<file path="src/rtl/spi_pkg.sv">
// Shared definitions for the SPI register-frame initiator: frame geometry,
// peripheral register map, controller states and a sizing helper.
package spi_pkg;

   localparam int unsigned SPI_FRAME_BITS = 16;
   localparam logic        SPI_RW_WRITE   = 1'b1;

   localparam logic [6:0] EN_OUT_7_0  = 7'h00;
   localparam logic [6:0] EN_OUT_15_8 = 7'h01;
   localparam logic [6:0] EN_PWM_7_0  = 7'h02;
   localparam logic [6:0] EN_PWM_15_8 = 7'h03;
   localparam logic [6:0] PWM_DUTY    = 7'h04;

   typedef enum logic [2:0] {
      ST_IDLE,
      ST_SETUP,
      ST_SHIFT,
      ST_HOLD,
      ST_GAP
   } spi_state_t;

   function automatic int unsigned spi_max4(input int unsigned a, input int unsigned b,
                                            input int unsigned c, input int unsigned d);
      int unsigned m;
      m = a;
      if (b > m) m = b;
      if (c > m) m = c;
      if (d > m) m = d;
      return m;
   endfunction

endpackage

</file>
<file path="src/rtl/spi_controller_if.sv">
// Request/response side of the SPI initiator: valid/ready request plus
// busy/done status and captured read data.
interface spi_controller_if;
   logic       req_valid;
   logic       req_ready;
   logic       req_rw;
   logic [6:0] req_addr;
   logic [7:0] req_wdata;
   logic       busy;
   logic       done;
   logic [7:0] rdata;

   modport master (
      output req_valid, req_rw, req_addr, req_wdata,
      input  req_ready, busy, done, rdata
   );

   modport slave (
      input  req_valid, req_rw, req_addr, req_wdata,
      output req_ready, busy, done, rdata
   );
endinterface

</file>
<file path="src/rtl/spi_sclk_gen.sv">
// The controller's only down-counter: times SETUP/HOLD/GAP when loaded by the
// FSM and, while shifting, self-reloads each half-period to toggle SCLK.
module spi_sclk_gen #(
   parameter int unsigned CLK_DIV = 4,
   parameter int unsigned CNT_W   = 2
) (
   input  logic             clk,
   input  logic             rst_n,
   input  logic             shift_en,
   input  logic             load,
   input  logic [CNT_W-1:0] load_val,
   output logic             sclk,
   output logic             rise,
   output logic             fall,
   output logic             zero,
   output logic [CNT_W-1:0] cnt
);

   localparam logic [CNT_W-1:0] HALF_V = CNT_W'(CLK_DIV - 1);

   logic [CNT_W-1:0] cnt_reg;
   logic             sclk_reg;

   assign zero = (cnt_reg == '0);
   assign rise = shift_en && zero && !sclk_reg;
   assign fall = shift_en && zero && sclk_reg;
   assign sclk = sclk_reg;
   assign cnt  = cnt_reg;

   // An FSM load wins over the half-period reload so the last fall can hand
   // the counter straight to HOLD timing.
   always_ff @(posedge clk or negedge rst_n) begin
      if (!rst_n) begin
         cnt_reg  <= '0;
         sclk_reg <= 1'b0;
      end else begin
         if (load)
            cnt_reg <= load_val;
         else if (rise || fall)
            cnt_reg <= HALF_V;
         else if (!zero)
            cnt_reg <= cnt_reg - 1'b1;

         if (!shift_en)
            sclk_reg <= 1'b0;
         else if (rise)
            sclk_reg <= 1'b1;
         else if (fall)
            sclk_reg <= 1'b0;
      end
   end

endmodule

</file>
<file path="src/rtl/spi_controller.sv">
// SPI mode-0 initiator: serialises {rw, addr[6:0], data[7:0]} MSB first and
// captures the last eight CIPO bits of read frames into rdata.
module spi_controller
   import spi_pkg::*;
#(
   parameter int unsigned CLK_DIV  = 4,
   parameter int unsigned CS_SETUP = 4,
   parameter int unsigned CS_HOLD  = 4,
   parameter int unsigned CS_IDLE  = 4
) (
   input  logic                   clk,
   input  logic                   rst_n,
   spi_controller_if.slave        bus,
   output logic                   nCS,
   output logic                   SCLK,
   output logic                   COPI,
   input  logic                   CIPO
);

   localparam int unsigned CNT_MAX = spi_max4(CLK_DIV, CS_SETUP, CS_HOLD, CS_IDLE);
   localparam int unsigned CNT_W   = $clog2(CNT_MAX);

   localparam logic [CNT_W-1:0] SETUP_V = CNT_W'(CS_SETUP - 1);
   localparam logic [CNT_W-1:0] HALF_V  = CNT_W'(CLK_DIV - 1);
   localparam logic [CNT_W-1:0] HOLD_V  = CNT_W'(CS_HOLD - 1);
   localparam logic [CNT_W-1:0] GAP_V   = CNT_W'(CS_IDLE - 1);
   localparam logic [3:0]       LAST_BIT = 4'(SPI_FRAME_BITS - 1);

   spi_state_t                state_reg;
   logic [SPI_FRAME_BITS-1:0] shift_reg;
   logic [7:0]                rx_reg;
   logic [7:0]                rdata_reg;
   logic [3:0]                bit_cnt_reg;
   logic                      rw_reg;
   logic                      ncs_reg;
   logic                      copi_reg;
   logic                      busy_reg;
   logic                      done_reg;
   logic                      ready_reg;

   logic                      accept;
   logic                      shift_en;
   logic                      tmr_load;
   logic [CNT_W-1:0]          tmr_val;
   logic                      tmr_zero;
   logic [CNT_W-1:0]          tmr_cnt;
   logic                      sclk_rise;
   logic                      sclk_fall;
   logic                      last_fall;

   assign accept    = bus.req_valid && ready_reg;
   assign shift_en  = (state_reg == ST_SHIFT);
   assign last_fall = sclk_fall && (bit_cnt_reg == LAST_BIT);

   spi_sclk_gen #(
      .CLK_DIV (CLK_DIV),
      .CNT_W   (CNT_W)
   ) u_sclk_gen (
      .clk      (clk),
      .rst_n    (rst_n),
      .shift_en (shift_en),
      .load     (tmr_load),
      .load_val (tmr_val),
      .sclk     (SCLK),
      .rise     (sclk_rise),
      .fall     (sclk_fall),
      .zero     (tmr_zero),
      .cnt      (tmr_cnt)
   );

   // Counter reload on every state change, with the duration of the state being entered.
   always_comb begin
      tmr_load = 1'b0;
      tmr_val  = '0;
      unique case (state_reg)
         ST_IDLE:  if (accept)    begin tmr_load = 1'b1; tmr_val = SETUP_V; end
         ST_SETUP: if (tmr_zero)  begin tmr_load = 1'b1; tmr_val = HALF_V;  end
         ST_SHIFT: if (last_fall) begin tmr_load = 1'b1; tmr_val = HOLD_V;  end
         ST_HOLD:  if (tmr_zero)  begin tmr_load = 1'b1; tmr_val = GAP_V;   end
         default:  ;
      endcase
   end

   always_ff @(posedge clk or negedge rst_n) begin
      if (!rst_n) begin
         state_reg   <= ST_IDLE;
         shift_reg   <= '0;
         rx_reg      <= '0;
         rdata_reg   <= '0;
         bit_cnt_reg <= '0;
         rw_reg      <= 1'b0;
         ncs_reg     <= 1'b1;
         copi_reg    <= 1'b0;
         busy_reg    <= 1'b0;
         done_reg    <= 1'b0;
         ready_reg   <= 1'b1;
      end else begin
         done_reg <= 1'b0;
         unique case (state_reg)
            ST_IDLE: begin
               if (accept) begin
                  shift_reg   <= {bus.req_rw, bus.req_addr, bus.req_wdata};
                  rw_reg      <= bus.req_rw;
                  copi_reg    <= bus.req_rw;
                  ncs_reg     <= 1'b0;
                  busy_reg    <= 1'b1;
                  ready_reg   <= 1'b0;
                  bit_cnt_reg <= '0;
                  state_reg   <= ST_SETUP;
               end
            end
            ST_SETUP: begin
               if (tmr_zero)
                  state_reg <= ST_SHIFT;
            end
            ST_SHIFT: begin
               if (sclk_rise)
                  rx_reg <= {rx_reg[6:0], CIPO};
               if (last_fall) begin
                  state_reg <= ST_HOLD;
               end else if (sclk_fall) begin
                  shift_reg   <= shift_reg << 1;
                  copi_reg    <= shift_reg[SPI_FRAME_BITS-2];
                  bit_cnt_reg <= bit_cnt_reg + 1'b1;
               end
            end
            ST_HOLD: begin
               if (tmr_zero) begin
                  ncs_reg   <= 1'b1;
                  copi_reg  <= 1'b0;
                  state_reg <= ST_GAP;
               end
            end
            ST_GAP: begin
               // done is registered, so raise it one count early to land in the last GAP cycle.
               if (tmr_cnt == CNT_W'(1)) begin
                  done_reg <= 1'b1;
                  if (rw_reg != SPI_RW_WRITE)
                     rdata_reg <= rx_reg;
               end
               if (tmr_zero) begin
                  busy_reg  <= 1'b0;
                  ready_reg <= 1'b1;
                  state_reg <= ST_IDLE;
               end
            end
            default: state_reg <= ST_IDLE;
         endcase
      end
   end

   assign bus.req_ready = ready_reg;
   assign bus.busy      = busy_reg;
   assign bus.done      = done_reg;
   assign bus.rdata     = rdata_reg;
   assign nCS           = ncs_reg;
   assign COPI          = copi_reg;

endmodule

</file>
<file path="src/flat_wrapper.sv">
// flat-port wrapper written by rule: the top's interface ports become plain ports
module spi_controller_flat import spi_pkg::*;
#(
   parameter int unsigned CLK_DIV  = 4,
   parameter int unsigned CS_SETUP = 4,
   parameter int unsigned CS_HOLD  = 4,
   parameter int unsigned CS_IDLE  = 4
)
  (clk, rst_n, nCS, SCLK, COPI, CIPO, bus_req_valid, bus_req_rw, bus_req_addr, bus_req_wdata, bus_req_ready, bus_busy, bus_done, bus_rdata);
  spi_controller_if bus_i ();
  input  logic clk;
  input  logic rst_n;
  output logic nCS;
  output logic SCLK;
  output logic COPI;
  input  logic CIPO;
  input wire logic [$bits(bus_i.req_valid)-1:0] bus_req_valid;
  input wire logic [$bits(bus_i.req_rw)-1:0] bus_req_rw;
  input wire logic [$bits(bus_i.req_addr)-1:0] bus_req_addr;
  input wire logic [$bits(bus_i.req_wdata)-1:0] bus_req_wdata;
  output wire logic [$bits(bus_i.req_ready)-1:0] bus_req_ready;
  output wire logic [$bits(bus_i.busy)-1:0] bus_busy;
  output wire logic [$bits(bus_i.done)-1:0] bus_done;
  output wire logic [$bits(bus_i.rdata)-1:0] bus_rdata;
  assign bus_i.req_valid = bus_req_valid;
  assign bus_i.req_rw = bus_req_rw;
  assign bus_i.req_addr = bus_req_addr;
  assign bus_i.req_wdata = bus_req_wdata;
  assign bus_req_ready = bus_i.req_ready;
  assign bus_busy = bus_i.busy;
  assign bus_done = bus_i.done;
  assign bus_rdata = bus_i.rdata;
  spi_controller #(.CLK_DIV(CLK_DIV), .CS_SETUP(CS_SETUP), .CS_HOLD(CS_HOLD), .CS_IDLE(CS_IDLE)) u_core (.clk(clk), .rst_n(rst_n), .bus(bus_i), .nCS(nCS), .SCLK(SCLK), .COPI(COPI), .CIPO(CIPO));
endmodule
</file>
<file path="config.mk">
export PLATFORM = sky130hd
export DESIGN_NAME = spi_controller_flat
export DESIGN_NICKNAME = d
export VERILOG_FILES = /design/src/rtl/spi_pkg.sv /design/src/rtl/spi_controller_if.sv /design/src/rtl/spi_sclk_gen.sv /design/src/rtl/spi_controller.sv /design/src/flat_wrapper.sv
export SDC_FILE = /design/constraint.sdc
export NUM_CORES = 1
export LEC_CHECK = 0
export CAP_MARGIN = 20
export CORE_ASPECT_RATIO = 0.6
export CORE_MARGIN = 2
export CORE_UTILIZATION = 35
export CTS_CLUSTER_DIAMETER = 120
export DETAILED_ROUTE_END_ITERATION = 10
export SLEW_MARGIN = 10
export SYNTH_ARGS = -nofsm -noshare
export SYNTH_HDL_FRONTEND = slang
export SYNTH_HIERARCHICAL = 1
export SYNTH_SLANG_ARGS = --single-unit
export TNS_END_PERCENT = 100
</file>
<file path="constraint.sdc">
create_clock -name clk -period 2.8 [get_ports clk]
set_input_delay 0.42 -clock clk [delete_from_list [all_inputs] [get_ports clk]]
set_output_delay 0.42 -clock clk [all_outputs]
set_load 0.01 [all_outputs]
</file>
Word-level counts from Yosys, hierarchy flattened
Cells that the tools add are included.
{"block": "op_classes", "order_cmp": 0, "n_addsub": 2, "muxes": 41, "div_mod_pow": 0, "bitwise_logic": 1, "mul": 0, "n_eq_ne": 15, "reduce_logical": 22, "shifts": 0}
{"operator": "$mux 15", "count": 3}
{"operator": "$pmux 15 s2", "count": 1}
{"operator": "$mux 1", "count": 15}
{"operator": "$mux 3", "count": 5}
{"operator": "$pmux 3 s5", "count": 1}
{"operator": "$mux 2", "count": 6}
{"operator": "$mux 4", "count": 3}
{"operator": "$reduce_and 5->1", "count": 2}
{"operator": "$reduce_and 3->1", "count": 3}
{"operator": "$ne 2x2->1 const B", "count": 4}
{"operator": "$pmux 4 s2", "count": 1}
{"operator": "$eq 3x2->1 const B", "count": 2}
{"operator": "$ne 2x1->1 const B", "count": 3}
{"operator": "$ne 3x1->1 const B", "count": 2}
{"operator": "$pmux 1 s2", "count": 3}
{"operator": "$pmux 1 s3", "count": 2}
{"operator": "$pmux 2 s3", "count": 1}
{"operator": "$reduce_bool 2->1", "count": 3}
{"operator": "$logic_and 1x1->1", "count": 5}
{"operator": "$add 4x1->4 const B", "count": 1}
{"operator": "$eq 4x4->1 const B", "count": 1}
{"operator": "$reduce_and 2->1", "count": 2}
{"operator": "$reduce_and 4->1", "count": 1}
{"operator": "$eq 3x1->1 const B", "count": 1}
{"operator": "10 further kinds", "count": 10}
{"block": "totals", "output_inout_bits": 14, "ram_bits": 0, "in_bits": 20, "latch_bits": 0, "wordCells": 94, "regBits": 47, "mem_count": 0, "mem_bits_ro": 0}

Depth between registers and ports, before layout
{"block": "depth", "word_depth": 7, "ltp_mapped": 10, "mapped_depth_nobuf": 9}

Hierarchy
Netlist, hierarchy kept.
{"module": "spi_controller", "area_each_um2": 1943.1, "n_inst": 1, "seq_area_each_um2": 1103.6, "cells_each": 157}
{"module": "spi_sclk_gen", "area_each_um2": 175.2, "n_inst": 1, "seq_area_each_um2": 75.1, "cells_each": 19}

Worst setup path before layout
OpenSTA, ideal clock, no wires.
{"block": "synth_timing", "path_type": "reg2reg", "from": "reg u_core.state_reg[1]", "to": "reg u_core.bit_cnt_reg[1]", "path_stages_with_launch": 9, "setup_slack_ns": 0.816, "setup_ns": 0.125, "t_arrival_ns": 1.859, "synth_period_minus_slack_ns": 1.984, "required_ns": 2.675, "path_buffers": 2, "path_cell_list": "dfrtp_1 > buf_4 > or3b_4 > inv_6 > and3_2 > nand2_1 > a21boi_2 > buf_4 > o22ai_1"}
{"block": "synth_via", "elab_chain_cells": 6}
{"element": "from (decl)", "line": "spi_controller.sv:29", "source": "spi_state_t state_reg;"}
{"element": "from (signal assigned)", "line": "spi_controller.sv:86", "source": "state_reg <= ST_IDLE;"}
{"element": "from (signal assigned)", "line": "spi_controller.sv:109", "source": "state_reg <= ST_SETUP;"}
{"element": "from (signal assigned)", "line": "spi_controller.sv:114", "source": "state_reg <= ST_SHIFT;"}
{"element": "$eq 3x2->1 *", "line": "spi_controller.sv:52", "source": "assign shift_en = (state_reg == ST_SHIFT);"}
{"element": "net u_core.shift_en", "line": "spi_controller.sv:42", "source": "logic shift_en;"}
{"element": "$logic_and 1x1->1 * (2 in series)", "line": "spi_sclk_gen.sv:26", "source": "assign fall = shift_en && zero && sclk_reg;"}
{"element": "net u_core.sclk_fall", "line": "spi_controller.sv:48", "source": "logic sclk_fall;"}
{"element": "$logic_and 1x1->1", "line": "spi_controller.sv:53", "source": "assign last_fall = sclk_fall && (bit_cnt_reg == LAST_BIT);"}
{"element": "$ne 2x2->1 (no line)"}
{"element": "$reduce_and 4->1 (no line) *"}
{"element": "to (signal assigned)", "line": "spi_controller.sv:124", "source": "bit_cnt_reg <= bit_cnt_reg + 1'b1;"}
{"element": "to (decl)", "line": "spi_controller.sv:33", "source": "logic [3:0] bit_cnt_reg;"}
Mark *: on every way through the listed nets, which the timed path passes. The rest lies on a longest branch.
A chain may end at the register's enable or synchronous reset.

Worst setup path after layout
{"block": "layout_timing", "from": "reg u_core.state_reg[2]", "to": "reg u_core.shift_reg[0]"}
{"block": "layout_via", "elab_chain_cells": 6}
{"element": "$eq 3x2->1 *", "line": "spi_controller.sv:52"}
{"element": "net u_core.shift_en", "line": "spi_controller.sv:42"}
{"element": "$logic_and 1x1->1 * (2 in series)", "line": "spi_sclk_gen.sv:26"}
{"element": "net u_core.sclk_fall", "line": "spi_controller.sv:48"}
{"element": "$logic_and 1x1->1", "line": "spi_controller.sv:53"}
{"element": "$ne 2x2->1 (no line)"}
{"element": "$reduce_and 4->1 (no line) *"}
{"element": "to (signal assigned)", "line": "spi_controller.sv:102", "source": "shift_reg <= {bus.req_rw, bus.req_addr, bus.req_wdata};"}
{"element": "to (signal assigned)", "line": "spi_controller.sv:122", "source": "shift_reg <= shift_reg << 1;"}
{"element": "to (decl)", "line": "spi_controller.sv:30", "source": "logic [SPI_FRAME_BITS-1:0] shift_reg;"}
Marks and branches as above.

==> results.md <==
| Quantity | Value | Unit |
|:---|:---|:---|
| Synth Area in Compound Gates | 18.5 | % |
| Critical Path Start Type | flip-flop | - |
| Die W | 104 | um |
| Post-synthesis mux area share | 9.51 | % |
| CTS tree | built | - |
| Largest fanout on the critical path | 13 | - |
| Share of flip-flops with an asynchronous set or reset | 100 | % |
| Leak | 0.00115 | uW |
| Final period demand of the worst path | 2.37 | ns |
| Slowest cell on crit path | sky130_fd_sc_hd__dfrtp_1 | - |
| Worst hold margin | 0.0763 | ns |
| Count of unique library cells instantiated by Yosys | 39 | - |
| Element type at the critical path end | flip-flop | - |
| Clock latency at the later pin of the worst-skew pair | 0.31 | ns |
| Power density over the cells | 441 | nW/um^2 |
| Post-route DRC violation count | 0 | - |
| Largest net degree at the start of global routing | 24 | - |
| Post-synthesis share of cell area spent on xor and xnor gates | 0.827 | % |
| Max cap viols | 0 | - |
| Final non-filler cell total | 293 | - |
| Core footprint | 5700 | sq um |
| Fraction of the cycle the final worst path needs | 84.5 | % |
| Placer congestion estimate | 0.840 | - |
| Antenna cell count | 0 | - |
| Clock root buffer | sky130_fd_sc_hd__clkbuf_8 | - |
| Most frequently used flop master after synthesis | sky130_fd_sc_hd__dfrtp_1 | - |
| Total number of placement rows | 21 | - |
| Antenna violation net count after detailed routing | 0 | - |
| Total wire length | 4.12 | mm |
| Synthesized-area fraction occupied by adder cells | 1.18 | % |
| Number of vias per cell | 5.03 | - |
| Number of buffers and inverters on the critical path | 2 | - |
| Count of final hold-check violations | 0 | - |
| Simple-gate share of the synthesized area | 10.3 | % |
| Post-Synthesis Cell Area | 2120 | sq um |
| Synth area leaders | sky130_fd_sc_hd__dfrtp_1 (53%), sky130_fd_sc_hd__mux2_2 (9.0%), sky130_fd_sc_hd__o22a_1 (5.8%), sky130_fd_sc_hd__o21a_1 (5.0%), sky130_fd_sc_hd__dfstp_2 (2.5%) | - |
| Post-CTS clock slew at the launch and capture registers of the worst setup and hold paths | 0.09 | ns |
| Post-route setup slack | 0.433 | ns |
| Total setup buffers inserted after CTS | 0 | - |
| Post-CTS Hold Fix Bufs | 0 | - |
| Status | finished, final reports clean | - |
| Setup-failing EPs final | 0 | - |
| DIE AREA | 6710 | sq um |
| Area Growth Syn to Fin | 23.3 | % |
| Family of cells with the greatest summed delay on the critical path | simple AND/OR/NAND/NOR gates | - |
| Final global-route overflow total | 0 | - |
| Syn Inst Count | 176 | - |
| Antenna violations before repair | 0 | - |
| Part of the Yosys area used for sequential elements | 55.6 | % |
| Routed wire length per instance | 14.1 | um |
| Layout cells sized above 1 | 17.8 | % |
| Met2 Use GR | 18.5 | % |
| Data required time at the worst endpoint | 2.99 | ns |
| Count of nets after finishing | 234 | - |
| I/O Pins | 34 | - |
| Maximum clock rate | 0.422 | GHz |
| Gr usage total | 13.5 | % |
| Worst stage delay on the critical path | 0.52 | ns |
| Met3 Resource Use GR | 3.67 | % |
| Port bufs | 33 | - |
| First-pass DRT Iterations | 4 | - |
| Via count of the first global-routing pass | 1,475 | - |
| Pre-CTS WS | 0.474 | ns |
| Post-Syn Nets | 198 | - |
| Vias | 1,475 | - |
| Met1 track demand over resource in global routing | 20.0 | % |
| DRC marker count from the first detailed-route iteration | 100 | - |
| Series of cell instances along the critical path | or3b_4 -> inv_6 -> and3_2 -> nand2_1 -> a21boi_2 -> buf_4 -> o21ai_0 | - |
| Vertical extent of the die | 64.3 | um |
| Data arrival time at the worst-slack endpoint | 2.56 | ns |
| Total CTS buffers | 5 | - |
| Maximum VDD drop | 173 | uV |
| Final total negative setup slack | 0 | ns |
| CTS H-tree lvls | 2 | - |
| Placed cell count | 285 | - |
| Yosys warnings | 6 | - |
| Post-synth top area share | 53.2 | % |
| Max Root-Sink Buffers | 2 | - |
| Initial cell density of the core | 37.2 | % |
| Setup repair after global routing missed its margin | no | - |
| Flip-flop count of the largest register after layout | 15 | - |
| Normalized max-slew margin | 62.6 | % |
| Avg Cell Area, Syn | 12.0 | sq um |
| Final Max Slew Viols | 0 | - |
| Cell taking the most area after synthesis | sky130_fd_sc_hd__dfrtp_1 | - |
| Clk sinks | 47 | - |
| Min-delay worst type | in2async | - |
| Clock tree skew after final layout | 0.00741 | ns |
| Total half-perimeter wirelength after legalization and detailed placement | 2.95 | mm |
| Highest-utilization routing layer at the global route stage | met1 | - |
| Number of instances resized during post-cts repair | 0 | - |
| Type of the setup path with the least slack | reg2reg | - |
| Main combinational cell family by area after synthesis | compound AO/OA/AOI/OAI gates | - |
| Wire length of the first global-routing pass | 7.09 | mm |
| Tightest Pin Transition | 0.560 | ns |
| EDFF count, synth | 0 | - |
| Flip-flop and latch count after synthesis | 47 | - |
layer usage:
| metal | share of wire (%) | wire length (um) |
|---|---|---|
| met3 | 5.2 | 215 |
| met5 | 0 | 0 |
| met4 | 1.1 | 46 |
| met1 | 53 | 2180 |
| met2 | 41 | 1690 |
cell usage in the layout (no fill, tap or decap), types with 3 or more instances in the layout:
master / n
sky130_fd_sc_hd__clkbuf_8: 5
sky130_fd_sc_hd__o21a_1: 14
sky130_fd_sc_hd__buf_4: 4
sky130_fd_sc_hd__dfrtp_1: 45
sky130_fd_sc_hd__o21ai_0: 7
sky130_fd_sc_hd__inv_1: 6
sky130_fd_sc_hd__nand2_1: 10
sky130_fd_sc_hd__a31oi_1: 4
sky130_fd_sc_hd__clkdlybuf4s50_1: 32
sky130_fd_sc_hd__nand3_1: 3
sky130_fd_sc_hd__nor2b_1: 3
sky130_fd_sc_hd__mux2_2: 17
sky130_fd_sc_hd__o22a_1: 14
sky130_fd_sc_hd__a21oi_1: 6
sky130_fd_sc_hd__nor2_1: 6
cell type report:
type                            count  area, sq um
Clock buffer                        5         68.8
Clock inverter                      3         23.8
Fill cell                         542         3090
Inverter                            7         31.3
Multi-Input combinational cell    114          855
Sequential cell                    47         1180
Tap cell                           80          100
Timing Repair Buffer               37          355
Yosys cell counts, drive strengths merged (2+ instances only):
library cell   n
a31oi          4
nor2           7
o21ai          7
ha             2
a21oi          6
buf            8
o31ai          2
dfrtp         45
and2           2
mux2          17
nand3          4
nand2b         2
o22a          14
inv            7
nand3b         2
dfstp          2
o22ai          2
o21a          14
nor2b          3
nand2         10
nor3b          2
xor2           2
metrics by stage:
step | area, sq um | utilization (%) | power, uW
floorplan | 2120 | - | 693
global placement | 2520 | 44.2 | 737
detailed placement | 2520 | 44.2 | 737
CTS | 2610 | 45.8 | 1170
global route | 2610 | 45.8 | 1200
finish | 2610 | 45.8 | 1150
worst paths after layout:
path / endpoint / slack [ns] / depth (start not counted) / from
worst max-delay path: u_core/shift_reg[0]$_DFFE_PN0P_ / 0.43 / 7 / u_core/state_reg[2]$_DFFE_PN0P_
worst min-delay path: u_core/shift_reg[4]$_DFFE_PN0P_ / 0.08 / 1 / rst_n
worst max register to register: u_core/shift_reg[0]$_DFFE_PN0P_ / 0.43 / 7 / u_core/state_reg[2]$_DFFE_PN0P_
worst min register to register: u_core/nCS$_DFFE_PN1P_ / 0.49 / 2 / u_core/nCS$_DFFE_PN1P_
max in group asynchronous: u_core/u_sclk_gen/sclk$_DFFE_PN0P_ / 2.12 / 2 / rst_n
min in group clk: u_core/nCS$_DFFE_PN1P_ / 0.49 / 2 / u_core/nCS$_DFFE_PN1P_
logic make-up after synthesis:
| group | after synthesis |
|---|---|
| xor+xnor | 2 |
| mux | 18 |
| flops | 47 |
| fa+ha+maj | 2 |
| compound gates | 54 |
| simple gates | 38 |
| buf+inv | 15 |
power breakdown:
group          switching (uW)  internal, uW
registers                   0           678
clock network             252           179
logic                    18.4          25.2
total                     270           882
Power figures use the tool's default switching activity.
